**config.mk**
```make
export PLATFORM = sky130hd
export DESIGN_NAME = sound_generator_mc
export DESIGN_NICKNAME = d
export VERILOG_FILES = /design/src/rtl/sound_generator_mc.sv
export SDC_FILE = /design/constraint.sdc
export NUM_CORES = 1
export LEC_CHECK = 0
export BUFFER_PORTS_ARGS = -buffer_cell sky130_fd_sc_hd__buf_4
export CAP_MARGIN = 0
export CORE_AREA = 2 2 125 127
export CTS_BUF_LIST = sky130_fd_sc_hd__clkbuf_4 sky130_fd_sc_hd__clkbuf_8 sky130_fd_sc_hd__clkbuf_16
export CTS_CLUSTER_DIAMETER = 80
export DETAILED_ROUTE_END_ITERATION = 10
export DIE_AREA = 0 0 127 129
export HOLD_SLACK_MARGIN = 0.15
export PLACE_DENSITY = 0.74
export SLEW_MARGIN = 10
export SYNTH_ARGS = -nofsm -noshare
export SYNTH_HDL_FRONTEND = slang
export SYNTH_SLANG_ARGS = --single-unit
```
**constraint.sdc**
```tcl
create_clock -name clk -period 5.2 [get_ports clk]
set_input_delay 0.52 -clock clk [delete_from_list [all_inputs] [get_ports clk]]
set_output_delay 0.52 -clock clk [all_outputs]
set_load 0.02 [all_outputs]
```
**src/rtl/sound_generator_mc.sv**
```systemverilog
// sound_generator_mc: multi-channel square-wave sound generator with
// shared LFO/noise sources, per-channel mixer and decaying envelope.
module sound_generator_mc #(
    parameter int CHANNELS = 2,
    parameter int PRESCALE = 16,
    parameter int VCO_W    = 12,
    parameter int LFO_W    = 10,
    parameter int ENV_W    = 4
) (
    input  logic                                 clk,
    input  logic                                 reset,
    input  logic [CHANNELS*VCO_W-1:0]            vco_freq,
    input  logic [CHANNELS-1:0]                  vco_select,
    input  logic [LFO_W-1:0]                     lfo_freq,
    input  logic [VCO_W-1:0]                     noise_freq,
    input  logic                                 noise_select,
    input  logic [2:0]                           lfo_shift,
    input  logic [CHANNELS*3-1:0]                mixer,
    input  logic [CHANNELS-1:0]                  trigger,
    input  logic [CHANNELS*8-1:0]                env_decay,
    output logic [ENV_W+$clog2(CHANNELS)-1:0]    audio,
    output logic [CHANNELS-1:0]                  busy
);

    localparam int PW  = (PRESCALE > 2) ? $clog2(PRESCALE) : 1;
    localparam int LCW = LFO_W + 8;
    localparam int CW  = VCO_W + 1;
    localparam int AW  = ENV_W + $clog2(CHANNELS);
    localparam logic [ENV_W-1:0] ENV_MAX = '1;

    logic [PW-1:0]                  presc_q, presc_d;
    logic                           tick;
    logic [LCW-1:0]                 lfo_cnt_q, lfo_cnt_d;
    logic                           lfo_st_q, lfo_st_d;
    logic [VCO_W-1:0]               tri_raw, tri_w, delta;
    logic [CHANNELS-1:0][CW-1:0]    vco_cnt_q, vco_cnt_d;
    logic [CHANNELS-1:0]            vco_st_q, vco_st_d;
    logic [CW-1:0]                  noise_cnt_q, noise_cnt_d, noise_rl;
    logic                           noise_st_q, noise_st_d;
    logic [15:0]                    lfsr_q, lfsr_d;
    logic [CHANNELS-1:0][7:0]       decay;
    logic [CHANNELS-1:0][ENV_W-1:0] env_q, env_d;
    logic [CHANNELS-1:0][7:0]       dcnt_q, dcnt_d;
    logic [CHANNELS-1:0]            pend_q, pend_d, trig_eff;
    logic [CHANNELS-1:0]            gate;
    logic [AW-1:0]                  sum_w;
    logic [AW-1:0]                  audio_q, audio_d;
    logic [CHANNELS-1:0]            busy_q, busy_d;

    assign tick    = (presc_q == '0);
    assign presc_d = (presc_q == PW'(PRESCALE - 1)) ? '0 : presc_q + PW'(1);

    // Triangle is the top of the LFO count, folded when the MSB is set
    assign tri_raw = lfo_cnt_q[LCW-1 -: VCO_W];
    assign tri_w   = lfo_cnt_q[LCW-1] ? ~tri_raw : tri_raw;
    assign delta   = tri_w >> lfo_shift;

    assign decay    = env_decay;
    assign trig_eff = pend_q | trigger;
    assign noise_rl = {1'b0, noise_freq} + (noise_select ? {1'b0, delta} : '0);

    // LFO down-counter with half-period reload and square state
    always_comb begin
        lfo_cnt_d = lfo_cnt_q;
        lfo_st_d  = lfo_st_q;
        if (tick) begin
            if (lfo_cnt_q == '0) begin
                lfo_st_d  = ~lfo_st_q;
                lfo_cnt_d = {lfo_freq, 8'b0};
            end else begin
                lfo_cnt_d = lfo_cnt_q - LCW'(1);
            end
        end
    end

    // Per-channel VCOs, optionally stretched by the LFO triangle
    always_comb begin
        vco_cnt_d = vco_cnt_q;
        vco_st_d  = vco_st_q;
        for (int i = 0; i < CHANNELS; i++) begin
            if (tick) begin
                if (vco_cnt_q[i] == '0) begin
                    vco_st_d[i]  = ~vco_st_q[i];
                    vco_cnt_d[i] = {1'b0, vco_freq[i*VCO_W +: VCO_W]}
                                 + (vco_select[i] ? {1'b0, delta} : '0);
                end else begin
                    vco_cnt_d[i] = vco_cnt_q[i] - CW'(1);
                end
            end
        end
    end

    // Noise: each reload steps the LFSR and toggles on a shifted-out one
    always_comb begin
        noise_cnt_d = noise_cnt_q;
        noise_st_d  = noise_st_q;
        lfsr_d      = lfsr_q;
        if (tick) begin
            if (noise_cnt_q == '0) begin
                noise_cnt_d = noise_rl;
                if (lfsr_q[0]) begin
                    noise_st_d = ~noise_st_q;
                end
                lfsr_d = {1'b0, lfsr_q[15:1]}
                       ^ (lfsr_q[0] ? 16'hB400 : 16'h0000);
            end else begin
                noise_cnt_d = noise_cnt_q - CW'(1);
            end
        end
    end

    // Envelopes: triggers latch until the tick, then restart at max level
    always_comb begin
        env_d  = env_q;
        dcnt_d = dcnt_q;
        pend_d = pend_q;
        for (int i = 0; i < CHANNELS; i++) begin
            if (!tick) begin
                pend_d[i] = trig_eff[i];
            end else begin
                pend_d[i] = 1'b0;
                if (trig_eff[i]) begin
                    env_d[i]  = ENV_MAX;
                    dcnt_d[i] = decay[i];
                end else if (env_q[i] != '0 && decay[i] != '0) begin
                    if (dcnt_q[i] == '0) begin
                        env_d[i]  = env_q[i] - ENV_W'(1);
                        dcnt_d[i] = decay[i];
                    end else begin
                        dcnt_d[i] = dcnt_q[i] - 8'd1;
                    end
                end
            end
        end
    end

    // Mixer gates and exact channel sum from pre-tick state
    always_comb begin
        gate   = '0;
        sum_w  = '0;
        busy_d = '0;
        for (int i = 0; i < CHANNELS; i++) begin
            gate[i] = (lfo_st_q   | ~mixer[i*3+2])
                    & (noise_st_q | ~mixer[i*3+1])
                    & (vco_st_q[i] | ~mixer[i*3]);
            if (gate[i]) begin
                sum_w = sum_w + AW'(env_q[i]);
            end
            busy_d[i] = (env_d[i] != '0);
        end
        audio_d = tick ? sum_w : audio_q;
    end

    // State registers
    always_ff @(posedge clk or negedge reset) begin
        if (!reset) begin
            presc_q     <= '0;
            lfo_cnt_q   <= '0;
            lfo_st_q    <= 1'b0;
            vco_cnt_q   <= '0;
            vco_st_q    <= '0;
            noise_cnt_q <= '0;
            noise_st_q  <= 1'b0;
            lfsr_q      <= 16'h0001;
            env_q       <= '0;
            dcnt_q      <= '0;
            pend_q      <= '0;
            audio_q     <= '0;
            busy_q      <= '0;
        end else begin
            presc_q     <= presc_d;
            lfo_cnt_q   <= lfo_cnt_d;
            lfo_st_q    <= lfo_st_d;
            vco_cnt_q   <= vco_cnt_d;
            vco_st_q    <= vco_st_d;
            noise_cnt_q <= noise_cnt_d;
            noise_st_q  <= noise_st_d;
            lfsr_q      <= lfsr_d;
            env_q       <= env_d;
            dcnt_q      <= dcnt_d;
            pend_q      <= pend_d;
            audio_q     <= audio_d;
            busy_q      <= busy_d;
        end
    end

    assign audio = audio_q;
    assign busy  = busy_q;

endmodule
```
==> run summary, run 1 <==
WORST SETUP PATH
----------------------------------------------------------------------------------------------------
Critical Path Start Type ..............................................................    flip-flop
Number of cells on the critical path ..................................................           14
Worst R2R Start ....................................................................... lfo_cnt_q[17]
Setup Crit Path Kind .................................................................. flip-flop to flip-flop
Cell repeated most along the worst path ...............................................      o21ai_0
Worst R2R Setup Slack .................................................................      1560 ps
Largest driver fanout on the critical path ............................................           12
Family of cells with the greatest summed delay on the critical path ................... compound AO/OA/AOI/OAI gates
Number of cells on the worst reg-to-reg path ..........................................           14
Startpoint of the most critical setup path ............................................ lfo_cnt_q[17]
Arrival time at the worst endpoint ....................................................      4000 ps
Slowest cell on the critical path .....................................................      dfrtp_1
Critical path buffers and inverters ...................................................            1
Capturing instance or port of the critical path ....................................... vco_cnt_q[21]
CP max stage delay ....................................................................       670 ps
Worst reg2reg path endpoint ........................................................... vco_cnt_q[21]
Crit-path cells ....................................................................... inv_1, ha_1, nand2_1, o21ai_0, mux2i_1, a21oi_1, and2_1, ha_1, o21ai_0, o21ai_0, a31oi_1, xor2_1, a2111o_1, nand2_1
Crit end category .....................................................................    flip-flop
Endpoint required time on the critical path ...........................................      5560 ps

POWER
----------------------------------------------------------------------------------------------------
Power Dens Cells ......................................................................   259 nW/µm²
LEAKAGE ...............................................................................      4.00 nW
Highest ir drop seen on vdd ...........................................................   0.000244 V

SYNTH
----------------------------------------------------------------------------------------------------
Synth Net Count .......................................................................         1080
Top cell type by total area after synthesis ...........................................      dfrtp_1
Top cells by area, synth .............................................................. dfrtp_1 35%, ha_1 7.4%, nand2_1 5.4%, xnor2_1 5.2%, a21oi_1 4.9%
Ys async rst share ....................................................................         1.00
Register area share after synthesis ...................................................        0.354
Synthesized area ......................................................................     8060 µm²
Register bit count reported by yosys ..................................................          114
Number of instances in the synthesized netlist ........................................          950
Commonest cells post-synth ............................................................ 115 x nand2_1, 113 x dfrtp_1, 79 x a21oi_1, 78 x o21ai_0, 68 x nor2_1
Count of yosys warnings during synthesis ..............................................            0
Number of synthesized flops with an enable pin ........................................            0
Most repeated cell in the gate-level netlist after synthesis ..........................      nand2_1
Post-synthesis average cell area ......................................................     8.49 µm²
Most common flop cell mapped by yosys .................................................      dfrtp_1
Count of unique library cells instantiated by Yosys ...................................           68
Post-synth top area share .............................................................        0.351

CLOCK TREE
----------------------------------------------------------------------------------------------------
Clock sink count ......................................................................          114
CTS max path bufs .....................................................................            2
Clock Latency Late Sink ...............................................................       420 ps
Clock-pin slew reported for the worst setup and hold paths after clock tree synthesis .        60 ps
Count of hold-fix buffers inserted at cts .............................................            0
Clock tree from TritonCTS .............................................................          yes
Cts repair resizes ....................................................................            0
Root Driver ...........................................................................    clkbuf_16
H-tree level count ....................................................................            4
Post-CTS setup-driven buffer insertion count ..........................................            0
CTS buffer count ......................................................................           17

DIE
----------------------------------------------------------------------------------------------------
Effective utilization at floorplan ....................................................        0.538
CORE AREA .............................................................................    15000 µm²
Number of cell rows ...................................................................           45
Die W .................................................................................       127 µm
Die height ............................................................................       129 µm
DIE AREA ..............................................................................    16400 µm²
Number of top-level pins ..............................................................           85

GRT
----------------------------------------------------------------------------------------------------
Number of global-route vias before repair .............................................         6830
Pin count of the biggest net entering global routing ..................................           76
Global route overflow .................................................................            0
Wire length of the first global-routing pass ..........................................     32000 µm
Overall fraction of global-route tracks in use ........................................        0.244
Initial antenna violation count .......................................................            2

FINAL LAYOUT
----------------------------------------------------------------------------------------------------
Fin cells .............................................................................         1226
Proportion of layout cells with a drive suffix above 1 ................................        0.135
Synthesis-to-finish area growth .......................................................        16.8%
Final instance area ...................................................................     9420 µm²
Final Core Density ....................................................................        0.629
Post-layout nets ......................................................................         1154

DRT
----------------------------------------------------------------------------------------------------
DR vias ...............................................................................         7218
Drt first-iter violations .............................................................          480
Detailed-route wire length ............................................................     19100 µm
Top routing layer in use ..............................................................         met5
Via-per-instance ratio ................................................................         5.89
Per-cell routed wire length ...........................................................      15.6 µm
Sum of met2 wire segment lengths after detailed routing ...............................      9100 µm
Number of nets still failing antenna checks after routing .............................            0
Number of remaining DRC errors ........................................................            0
Detailed-routed wire length on met3 ...................................................      1040 µm
1st-pass router iterations ............................................................            5
Met1 Wirelength .......................................................................      8560 µm

TIMING
----------------------------------------------------------------------------------------------------
Max-slew headroom .....................................................................        0.280
Final sum of negative setup slack .....................................................         0 ps
Fin worst setup slack .................................................................      1560 ps
F_max .................................................................................      275 MHz
Worst Tran Pin Value ..................................................................      1070 ps
Worst clock skew ......................................................................      10.4 ps
Hold Vio Cnt, Final ...................................................................            0
Unrepaired setup endpoints after global routing .......................................           no
Final critical delay including setup and external delays ..............................      3640 ps
Final Max Slew Viols ..................................................................            0
Final setup violating endpoints .......................................................            0
Post-route fraction of the period consumed by the critical path .......................        0.700

PLACED DESIGN
----------------------------------------------------------------------------------------------------
Post-detailed-placement cell area .....................................................     8810 µm²
Hpwl dp ...............................................................................     13700 µm
Placed Cells incl. Taps ...............................................................         1193
Worst-case setup slack after placement ................................................      1580 ps
IO Port Bufs ..........................................................................           84
Global placer's final weighted congestion .............................................        0.887

RUN STATUS
----------------------------------------------------------------------------------------------------
Status ................................................................................    completed

HOLD PATH
----------------------------------------------------------------------------------------------------
Worst hold-check path type ............................................................ input pin to async pin

FLOW RUN
----------------------------------------------------------------------------------------------------
Number of max-cap violations ..........................................................            0

## registers in the layout, indices dropped and copies added (netlist names)
name and cells:
lfo_cnt_q 18, vco_cnt_q 26, env_q 8, pend_q 2, lfsr_q 16, vco_st_q 2
audio 5, noise_st_q 1, dcnt_q 16, presc_q 4, busy 2, lfo_st_q 1
noise_cnt_q 13
## kinds of logic after synthesis
kind of cell    synth area share
compound gates             0.208
xor+xnor                  0.0695
fa+ha+maj                 0.0844
buf+inv                   0.0377
flops                      0.354
mux                       0.0286
simple gates               0.218
## power breakdown
group / switching [mW] / total (mW) / internal, mW
sequential: 0.00914 / 0.906 / 0.897
combinational: 0.187 / 0.342 / 0.155
clock: 0.427 / 1.19 / 0.762
## how the worst min path moves through the flow
stage / start / endpoint / cells past startpoint
3_3_place_gp: lfsr_q[1] / lfsr_q[0] / 2
2_1_floorplan: reset / audio[0] / 0
3_5_place_dp: lfsr_q[6] / lfsr_q[5] / 2
6_report: reset / vco_cnt_q[24] / 1
5_1_grt: reset / vco_cnt_q[24] / 1
4_1_cts: reset / vco_cnt_q[24] / 1
## per-stage QoR
step | hold WS [ps] | total power, mW
3_5_place_dp | 460 | 1.26
4_1_cts | 302 | 2.46
3_3_place_gp | 452 | 1.26
2_1_floorplan | 224 | 1.13
5_1_grt | 355 | 2.54
6_report | 247 | 2.44
## metal layers
| layer | track usage | vias to the layer above |
|---|---|---|
| met1 | 0.310 | 3386 |
| met2 | 0.416 | 189 |
| met3 | 0.0561 | 33 |
| li1 | - | 3608 |
| met4 | 0.0802 | 2 |
| met5 | 0 | - |
## placed cells by master, fill, tap and decap left out, types with 4 or more instances in the layout
| cell type | Yosys | layout |
|---|---|---|
| nand2_1 | 115 | 115 |
| dfrtp_1 | 113 | 113 |
| buf_4 | 0 | 88 |
| a21oi_1 | 79 | 79 |
| o21ai_0 | 78 | 78 |
| nor2_1 | 68 | 68 |
| xnor2_1 | 48 | 48 |
| ha_1 | 48 | 48 |
| inv_1 | 41 | 41 |
| nor3_1 | 34 | 34 |
| and2_1 | 27 | 27 |
| mux2i_1 | 23 | 23 |
| nor4_1 | 19 | 19 |
| nand3_1 | 18 | 18 |
| clkbuf_16 | 0 | 17 |
| xor2_1 | 16 | 16 |
| a211oi_1 | 15 | 15 |
| or3_1 | 12 | 12 |
| a31oi_1 | 11 | 11 |
| o31ai_1 | 11 | 11 |
| a21o_1 | 11 | 11 |
| nand4_1 | 9 | 9 |
| o21a_1 | 8 | 8 |
| or4_1 | 7 | 7 |
| nand2b_1 | 6 | 6 |
| o22ai_1 | 6 | 6 |
| a22oi_1 | 6 | 6 |
| o211ai_1 | 6 | 6 |
| and3_1 | 6 | 6 |
| nor2b_1 | 5 | 5 |
| o41ai_1 | 5 | 5 |
| nor3b_1 | 6 | 5 |
| o31a_1 | 4 | 4 |
| o22a_1 | 4 | 4 |
| o311ai_0 | 4 | 4 |
| fa_1 | 4 | 4 |
| clkinv_2 | 0 | 4 |
## area by class of cell
class	instances	area, µm²
Antenna cell	1	2.50
Clock buffer	19	440
Clock inverter	13	159
Fill cell	1319	5560
Inverter	41	154
Multi-Input combinational cell	762	4910
Sequential cell	114	2850
Tap cell	188	235
Timing Repair Buffer	88	661
Note: power is estimated with default switching activity, not from simulation.
==> inputs of run 2 (changes only) <==
ABC_AREA = 1   (was unset)
CORE_AREA = 2 2 133 135   (was 2 2 125 127)
DIE_AREA = 0 0 135 137   (was 0 0 127 129)
PLACE_DENSITY = 0.73   (was 0.74)
clock period = 3.7 ns   (was 5.2 ns; I/O delays follow)
==> run 2 against run 1 <==
Combinational power rose by 32%. Via count rose by 23%. Design area rose by 13%. Maximum frequency rose by 15%. Power rose by 45%. Setup slack got worse by 1000 ps. Clock skew rose by 2.2 ps. Non-clock buffer count rose by 2. Synthesized cell count rose by 44%.
==> run summary, run 2 <==
FINAL LAYOUT
----------------------------------------------------------------------------------------------------
Number of flip-flops in the largest register ..........................................           26   unchanged
Most frequent standard cell in the layout excluding fill and tap cells ................      nand2_1   unchanged
Synthesis-to-finish area growth .......................................................        15.7%   was 16.8%
Diode count ...........................................................................            0   was 1
Commonest cells after routing, fill and taps aside .................................... 338 x nand2_1, 208 x nor2_1, 171 x inv_1, 113 x dfrtp_1, 108 x nand3_1   was 115 x nand2_1, 113 x dfrtp_1, 88 x buf_4, 79 x a21oi_1, 78 x o21ai_0
Reg with most FFs .....................................................................    vco_cnt_q   unchanged
Proportion of layout cells with a drive suffix above 1 ................................        0.113   was 0.135
Post-layout nets ......................................................................         1579   was 1154
Registers with the highest flip-flop counts ........................................... vco_cnt_q (26), lfo_cnt_q (18)   unchanged

CLOCK TREE
----------------------------------------------------------------------------------------------------
CTS max path bufs .....................................................................            2   unchanged
Clock-pin slew reported for the worst setup and hold paths after clock tree synthesis .        60 ps   about the same
Post-CTS setup-driven buffer insertion count ..........................................            0   unchanged
H-tree level count ....................................................................            4   unchanged
Root Driver ...........................................................................    clkbuf_16   unchanged
Clock tree from TritonCTS .............................................................          yes   unchanged
Clock sink count ......................................................................          114   unchanged
Clock Latency Late Sink ...............................................................       430 ps   was 420 ps
CTS buffer count ......................................................................           17   unchanged

WORST SETUP PATH
----------------------------------------------------------------------------------------------------
Crit-path cells ....................................................................... inv_1, ha_1, o21ai_1, or2_1, nand2_1, o21ai_1, nor2_1, ha_1, a21oi_1, o21ai_0, nand2_1, nand3_1, nand2_1, nand3_1, nand2_1, nand2_1   was inv_1, ha_1, nand2_1, o21ai_0, mux2i_1, a21oi_1, and2_1, ha_1, o21ai_0, o21ai_0, a31oi_1, xor2_1, a2111o_1, nand2_1
Critical Path Start Type ..............................................................    flip-flop   unchanged
CP max stage delay ....................................................................       660 ps   was 670 ps
Endpoint required time on the critical path ...........................................      4010 ps   was 5560 ps
Cell repeated most along the worst path ...............................................      nand2_1   was o21ai_0
Arrival time at the worst endpoint ....................................................      3490 ps   was 4000 ps
Critical path buffers and inverters ...................................................            1   unchanged
Worst R2R Setup Slack .................................................................       520 ps   was 1560 ps
Crit end category .....................................................................    flip-flop   unchanged
Largest driver fanout on the critical path ............................................           13   was 12
Slowest cell on the critical path .....................................................      dfrtp_1   unchanged
Family of cells with the greatest summed delay on the critical path ................... compound AO/OA/AOI/OAI gates   unchanged
Setup Crit Path Kind .................................................................. flip-flop to flip-flop   unchanged

DIE
----------------------------------------------------------------------------------------------------
Die W .................................................................................       135 µm   was 127 µm
Number of cell rows ...................................................................           48   was 45
Number of top-level pins ..............................................................           85   unchanged
Effective utilization at floorplan ....................................................        0.539   was 0.538
DIE AREA ..............................................................................    18500 µm²   was 16400 µm²
CORE AREA .............................................................................    17100 µm²   was 15000 µm²
Die height ............................................................................       137 µm   was 129 µm

SYNTH
----------------------------------------------------------------------------------------------------
Synthesized area ......................................................................     9190 µm²   was 8060 µm²
Post-synthesis average cell area ......................................................     6.71 µm²   was 8.49 µm²
Most repeated cell in the gate-level netlist after synthesis ..........................      nand2_1   unchanged
Synth Net Count .......................................................................         1500   was 1080
Number of synthesized flops with an enable pin ........................................            0   unchanged
Top cell type by total area after synthesis ...........................................      dfrtp_1   unchanged
Top cells by area, synth .............................................................. dfrtp_1 31%, nand2_1 14%, nor2_1 8.5%, inv_1 7.0%, ha_1 6.5%   was dfrtp_1 35%, ha_1 7.4%, nand2_1 5.4%, xnor2_1 5.2%, a21oi_1 4.9%
Commonest cells post-synth ............................................................ 338 x nand2_1, 208 x nor2_1, 171 x inv_1, 113 x dfrtp_1, 108 x nand3_1   was 115 x nand2_1, 113 x dfrtp_1, 79 x a21oi_1, 78 x o21ai_0, 68 x nor2_1
Post-synth top area share .............................................................        0.308   was 0.351
Count of yosys warnings during synthesis ..............................................            0   unchanged
Register area share after synthesis ...................................................        0.311   was 0.354
Number of instances in the synthesized netlist ........................................         1370   was 950
Register bit count reported by yosys ..................................................          114   unchanged
Ys async rst share ....................................................................         1.00   unchanged
Count of unique library cells instantiated by Yosys ...................................           44   was 68
Most common flop cell mapped by yosys .................................................      dfrtp_1   unchanged

TIMING
----------------------------------------------------------------------------------------------------
Max-slew headroom .....................................................................        0.260   was 0.280
Final Max Slew Viols ..................................................................            0   unchanged
Final setup violating endpoints .......................................................            0   unchanged
Final critical delay including setup and external delays ..............................      3180 ps   was 3640 ps
F_max .................................................................................      314 MHz   was 275 MHz
Worst clock skew ......................................................................      12.7 ps   was 10.4 ps
Unrepaired setup endpoints after global routing .......................................           no   unchanged
Hold Vio Cnt, Final ...................................................................            0   unchanged
Final sum of negative setup slack .....................................................         0 ps   unchanged
Worst Tran Pin Value ..................................................................      1100 ps   was 1070 ps
Post-route fraction of the period consumed by the critical path .......................        0.859   was 0.700
Worst hold slack ......................................................................       170 ps   was 247 ps

DRT
----------------------------------------------------------------------------------------------------
DR vias ...............................................................................         8876   was 7218
1st-pass router iterations ............................................................           10   was 5
Number of remaining DRC errors ........................................................            0   unchanged
Via-per-instance ratio ................................................................         5.26   was 5.89
Drt first-iter violations .............................................................          654   was 480
Per-cell routed wire length ...........................................................      13.4 µm   was 15.6 µm
Detailed-route wire length ............................................................     22700 µm   was 19100 µm
Number of nets still failing antenna checks after routing .............................            0   unchanged

PLACED DESIGN
----------------------------------------------------------------------------------------------------
Global placer's final weighted congestion .............................................        0.916   was 0.887
Hpwl dp ...............................................................................     16900 µm   was 13700 µm
IO Port Bufs ..........................................................................           84   unchanged

FLOW RUN
----------------------------------------------------------------------------------------------------
Number of max-cap violations ..........................................................            0   unchanged

GRT
----------------------------------------------------------------------------------------------------
Number of global-route vias before repair .............................................         8268   was 6830
Overall fraction of global-route tracks in use ........................................        0.257   was 0.244
Wire length of the first global-routing pass ..........................................     38200 µm   was 32000 µm
Initial antenna violation count .......................................................            0   was 2
Pin count of the biggest net entering global routing ..................................           65   was 76
Global route overflow .................................................................            0   unchanged

RUN STATUS
----------------------------------------------------------------------------------------------------
Status ................................................................................    completed   unchanged

POWER
----------------------------------------------------------------------------------------------------
Power Dens Cells ......................................................................   333 nW/µm²   was 259 nW/µm²
LEAKAGE ...............................................................................      5.35 nW   was 4.00 nW
Highest ir drop seen on vdd ...........................................................   0.000336 V   was 0.000244 V

HOLD PATH
----------------------------------------------------------------------------------------------------
Worst hold-check path type ............................................................ input pin to flip-flop   was input pin to async pin

run 2: changes by cell type in the layout (fill, tap and decap cells not counted), moves of 21 or more:
cell,change
and2_1,-26
xnor2_1,-25
inv_1,+130
nor2_1,+140
xor2_1,+22
mux2i_1,-21
o21ai_1,+26
nor3_1,-26
nand2_1,+223
nand3_1,+90
a21oi_1,-32
run 2: report_power, final:
part	leakage, nW	total (mW)	switching (mW)	internal [mW]
clock network	0.304	1.81	0.658	1.15
logic	3.80	0.450	0.271	0.179
registers	1.24	1.27	0.0118	1.26
run 2: what timing repair did:
action,CTS,global route
hold buffers,1,0
hold endpoints to repair,49,0
gates resized for setup,0,0
run 2: layer usage:
layer,vias to the layer above,share of wire,track usage
met3,38,0.056,0.0552
met2,218,0.47,0.426
li1,4594,-,-
met4,0,0.020,0.0833
met5,-,0,0
met1,4026,0.46,0.335
run 2: tightest hold or removal path: stages:
cell and delay [ps]:
buf_4 80, nor3_1 40, nor2_1 70
run 2: cell type report:
cell class              count  area [µm²]
multi-input cells        1047        5490
clock inverters            14         200
well taps                 225         282
repair buffers             90         691
clock buffers              18         439
fillers                  1633        6430
inverters                 179         673
flip-flops and latches    114        2850
run 2: logic make-up (layout without fill, tap and decap cells):
group	count (synthesis)	in the layout	synth area share
AO/OA/AOI/OAI	204	204	0.124
flip-flops	114	114	0.311
AND/OR/NAND/NOR	728	728	0.339
buffers and inverters	209	301	0.0921
adder cells (fa/ha/maj)	52	52	0.0741
XOR/XNOR	61	61	0.0582
multiplexers	2	2	0.00218
run 2: worst paths after layout:
path                       cells after the start           from         endpoint
max                                           16  lfo_cnt_q[17]  noise_cnt_q[10]
max reg2reg                                   16  lfo_cnt_q[17]  noise_cnt_q[10]
min reg2reg                                    1       lfo_st_q         lfo_st_q
max in group asynchronous                      3          reset         env_q[7]
min                                            3    lfo_freq[4]    lfo_cnt_q[12]
min in group asynchronous                      2          reset    vco_cnt_q[25]
run 2: through the flow:
step	instances	area (µm²)	total power, mW	worst slack [ps]	util
finish	1687	10600	3.53	520	0.623
global route	1687	10600	3.68	121	0.623
CTS	1687	10600	3.55	531	0.623
detailed placement	1654	9980	1.74	542	0.585
global placement	1654	9980	1.74	618	0.585
floorplan	1370	9190	1.57	1010	-
==> inputs of run 3 (changes only) <==
CORE_AREA = 2 2 146 148   (was 2 2 133 135)
CTS_BUF_LIST = unset   (was sky130_fd_sc_hd__clkbuf_4 sky130_fd_sc_hd__clkbuf_8 sky130_fd_sc_hd__clkbuf_16)
DIE_AREA = 0 0 148 150   (was 0 0 135 137)
PLACE_DENSITY = unset   (was 0.73)
==> run 3 against run 2 <==
Sequential share of layout area fell by 0.31 points. Sequential cell count did not move. Clock skew rose by 0.56 ps. Maximum frequency barely moved. Routed wire length rose by 2.4%. Hold slack improved by 17 ps. Cell count rose by 3.0%.
==> run summary, run 3 (same netlist as run 2, synthesis figures left out) <==
RUN STATUS
----------------------------------------------------------------------------------------------------
Status ................................................................................    completed   unchanged

CLOCK TREE
----------------------------------------------------------------------------------------------------
Count of hold-fix buffers inserted at cts .............................................            1   unchanged
CTS buffer count ......................................................................           17   unchanged
Clock tree from TritonCTS .............................................................          yes   unchanged
Post-CTS setup-driven buffer insertion count ..........................................            0   unchanged
Cts repair resizes ....................................................................            0   unchanged
Root Driver ...........................................................................    clkbuf_16   unchanged
Clock Latency Late Sink ...............................................................       420 ps   was 430 ps
CTS max path bufs .....................................................................            2   unchanged
Clock-pin slew reported for the worst setup and hold paths after clock tree synthesis .        60 ps   about the same
Clock sink count ......................................................................          114   unchanged
H-tree level count ....................................................................            4   unchanged

DRT
----------------------------------------------------------------------------------------------------
Via-per-instance ratio ................................................................         5.03   was 5.26
Number of nets still failing antenna checks after routing .............................            0   unchanged
DR vias ...............................................................................         8736   was 8876
Met1 Wirelength .......................................................................     11700 µm   was 10400 µm
Number of remaining DRC errors ........................................................            0   unchanged
Per-cell routed wire length ...........................................................      13.3 µm   was 13.4 µm
Detailed-route wire length ............................................................     23200 µm   was 22700 µm
Sum of met2 wire segment lengths after detailed routing ...............................     10200 µm   was 10600 µm
Top routing layer in use ..............................................................         met4   unchanged
Detailed-routed wire length on met3 ...................................................       996 µm   was 1260 µm
1st-pass router iterations ............................................................            5   was 10
Drt first-iter violations .............................................................          671   was 654

WORST SETUP PATH
----------------------------------------------------------------------------------------------------
Worst reg2reg path endpoint ........................................................... vco_cnt_q[17]   was noise_cnt_q[10]
Slowest cell on the critical path .....................................................      dfrtp_1   unchanged
Setup Crit Path Kind .................................................................. flip-flop to flip-flop   unchanged
CP max stage delay ....................................................................       660 ps   about the same
Worst R2R Start ....................................................................... lfo_cnt_q[17]   unchanged
Cell repeated most along the worst path ...............................................      nand2_1   unchanged
Crit-path cells ....................................................................... inv_1, nand2_1, nand2_1, o21ai_1, mux2i_1, o21ai_1, nor2_1, ha_1, fa_1, a21oi_1, xor2_1, o21ai_0, nand2_1, nand2_1   was inv_1, ha_1, o21ai_1, or2_1, nand2_1, o21ai_1, nor2_1, ha_1, a21oi_1, o21ai_0, nand2_1, nand3_1, nand2_1, nand3_1, nand2_1, nand2_1
Critical path buffers and inverters ...................................................            1   unchanged
Arrival time at the worst endpoint ....................................................      3490 ps   about the same
Family of cells with the greatest summed delay on the critical path ................... compound AO/OA/AOI/OAI gates   unchanged
Endpoint required time on the critical path ...........................................      4010 ps   about the same
Crit end category .....................................................................    flip-flop   unchanged
Worst R2R Setup Slack .................................................................       520 ps   about the same
Largest driver fanout on the critical path ............................................           13   unchanged
Number of cells on the worst reg-to-reg path ..........................................           14   was 16
Critical Path Start Type ..............................................................    flip-flop   unchanged

FINAL LAYOUT
----------------------------------------------------------------------------------------------------
Reg with most FFs .....................................................................    vco_cnt_q   unchanged
Diode count ...........................................................................            0   unchanged
Fin cells .............................................................................         1738   was 1687
Proportion of layout cells with a drive suffix above 1 ................................        0.111   was 0.113
Post-layout nets ......................................................................         1580   was 1579
Number of flip-flops in the largest register ..........................................           26   unchanged
Final Core Density ....................................................................        0.520   was 0.623
Commonest cells after routing, fill and taps aside .................................... 338 x nand2_1, 208 x nor2_1, 171 x inv_1, 113 x dfrtp_1, 108 x nand3_1   unchanged
Synthesis-to-finish area growth .......................................................        17.0%   was 15.7%
Registers with the highest flip-flop counts ........................................... vco_cnt_q (26), lfo_cnt_q (18)   unchanged
Most frequent standard cell in the layout excluding fill and tap cells ................      nand2_1   unchanged

PLACED DESIGN
----------------------------------------------------------------------------------------------------
Worst-case setup slack after placement ................................................       540 ps   was 542 ps
Hpwl dp ...............................................................................     17600 µm   was 16900 µm
IO Port Bufs ..........................................................................           84   unchanged
Placed Cells incl. Taps ...............................................................         1705   was 1654
Global placer's final weighted congestion .............................................        0.902   was 0.916

GRT
----------------------------------------------------------------------------------------------------
Pin count of the biggest net entering global routing ..................................           63   was 65
Wire length of the first global-routing pass ..........................................     39300 µm   was 38200 µm
Initial antenna violation count .......................................................            0   unchanged
Number of global-route vias before repair .............................................         8075   was 8268
Global route overflow .................................................................            0   unchanged
Overall fraction of global-route tracks in use ........................................        0.217   was 0.257

FLOW RUN
----------------------------------------------------------------------------------------------------
Number of max-cap violations ..........................................................            0   unchanged

DIE
----------------------------------------------------------------------------------------------------
CORE AREA .............................................................................    20700 µm²   was 17100 µm²
Die W .................................................................................       148 µm   was 135 µm
Effective utilization at floorplan ....................................................        0.444   was 0.539
DIE AREA ..............................................................................    22200 µm²   was 18500 µm²
Die height ............................................................................       150 µm   was 137 µm
Number of top-level pins ..............................................................           85   unchanged
Number of cell rows ...................................................................           53   was 48

POWER
----------------------------------------------------------------------------------------------------
LEAKAGE ...............................................................................      5.39 nW   was 5.35 nW
Register share of total power .........................................................        0.346   was 0.361
PnR Total Power .......................................................................      3.68 mW   was 3.53 mW
Highest ir drop seen on vdd ...........................................................   0.000287 V   was 0.000336 V
Internal power summed over all cells ..................................................      2.81 mW   was 2.59 mW
Logic gate share of total power .......................................................        0.124   was 0.127
Power Dens Cells ......................................................................   342 nW/µm²   was 333 nW/µm²
Switching share of total power ........................................................        0.236   was 0.266
NetSw .................................................................................       870 µW   was 941 µW
Clock power share .....................................................................        0.530   was 0.512

TIMING
----------------------------------------------------------------------------------------------------
Fin worst setup slack .................................................................       518 ps   was 520 ps
Post-route fraction of the period consumed by the critical path .......................        0.860   was 0.859
Unrepaired setup endpoints after global routing .......................................           no   unchanged
Max-slew headroom .....................................................................        0.519   was 0.260
Final Max Slew Viols ..................................................................            0   unchanged
Hold Vio Cnt, Final ...................................................................            0   unchanged
F_max .................................................................................      314 MHz   about the same
Worst Tran Pin Value ..................................................................       722 ps   was 1100 ps
Final sum of negative setup slack .....................................................         0 ps   unchanged
Worst clock skew ......................................................................      13.2 ps   was 12.7 ps
Final critical delay including setup and external delays ..............................      3180 ps   about the same
Final setup violating endpoints .......................................................            0   unchanged

HOLD PATH
----------------------------------------------------------------------------------------------------
Cell count of the worst hold path .....................................................            3   unchanged
Hold Startpoint .......................................................................  lfo_freq[4]   unchanged
Worst-case hold path end point ........................................................ lfo_cnt_q[12]   unchanged
Worst hold-check path type ............................................................ input pin to flip-flop   unchanged

run 3: cell types whose count changed in the layout (fill, tap and decap cells not counted):
cell        previous run  this run
buf_4                 88        89
bufinv_16              4         7
clkbuf_1               0         3
clkbuf_8               1         2
clkinv_2               2         3
clkinv_4               3         1
clkinvlp_4             3         0
inv_6                  3         0
run 3: power by group through the flow:
stage,registers (mW),logic [mW],clock network [mW]
floorplan,1.30,0.268,0
global placement,1.30,0.454,0
detailed placement,1.30,0.452,0
CTS,1.27,0.457,1.98
global route,1.28,0.516,2.04
finish,1.28,0.455,1.95
run 3: stage by stage:
| step | cell area (µm²) | hold slack, ps |
|---|---|---|
| finish | 10700 | 187 |
| CTS | 10700 | 170 |
| floorplan | 9190 | 74.4 |
| detailed placement | 10000 | 468 |
| global placement | 10000 | 455 |
| global route | 10700 | 195 |
run 3: worst max path at each step:
stage,from,end,cells past startpoint
2_1_floorplan,lfo_shift[0],vco_cnt_q[6],18
3_3_place_gp,lfo_cnt_q[17],vco_cnt_q[17],14
3_5_place_dp,lfo_cnt_q[17],vco_cnt_q[17],14
4_1_cts,lfo_cnt_q[17],vco_cnt_q[17],14
5_1_grt,lfo_cnt_q[17],vco_cnt_q[6],16
6_report,lfo_cnt_q[17],vco_cnt_q[17],14
run 3: per-layer routing:
metal,vias to the layer above,GRT usage
met4,0,0.0567
met3,24,0.0351
met1,3933,0.311
li1,4596,-
met5,-,0
met2,183,0.343
run 3: worst register-to-register path: stages, from the launching register on:
cell	delay, ps
dfrtp_1	660
inv_1	150
nand2_1	90
nand2_1	70
o21ai_1	160
mux2i_1	130
o21ai_1	270
nor2_1	110
ha_1	250
fa_1	460
a21oi_1	280
xor2_1	230
o21ai_0	100
nand2_1	80
nand2_1	50
run 3: area by class of cell:
type | instances | area, µm²
Inverter | 179 | 673
Tap cell | 275 | 344
Fill cell | 2121 | 9940
Clock buffer | 22 | 464
Multi-Input combinational cell | 1047 | 5490
Clock inverter | 10 | 229
Sequential cell | 114 | 2850
Timing Repair Buffer | 91 | 698
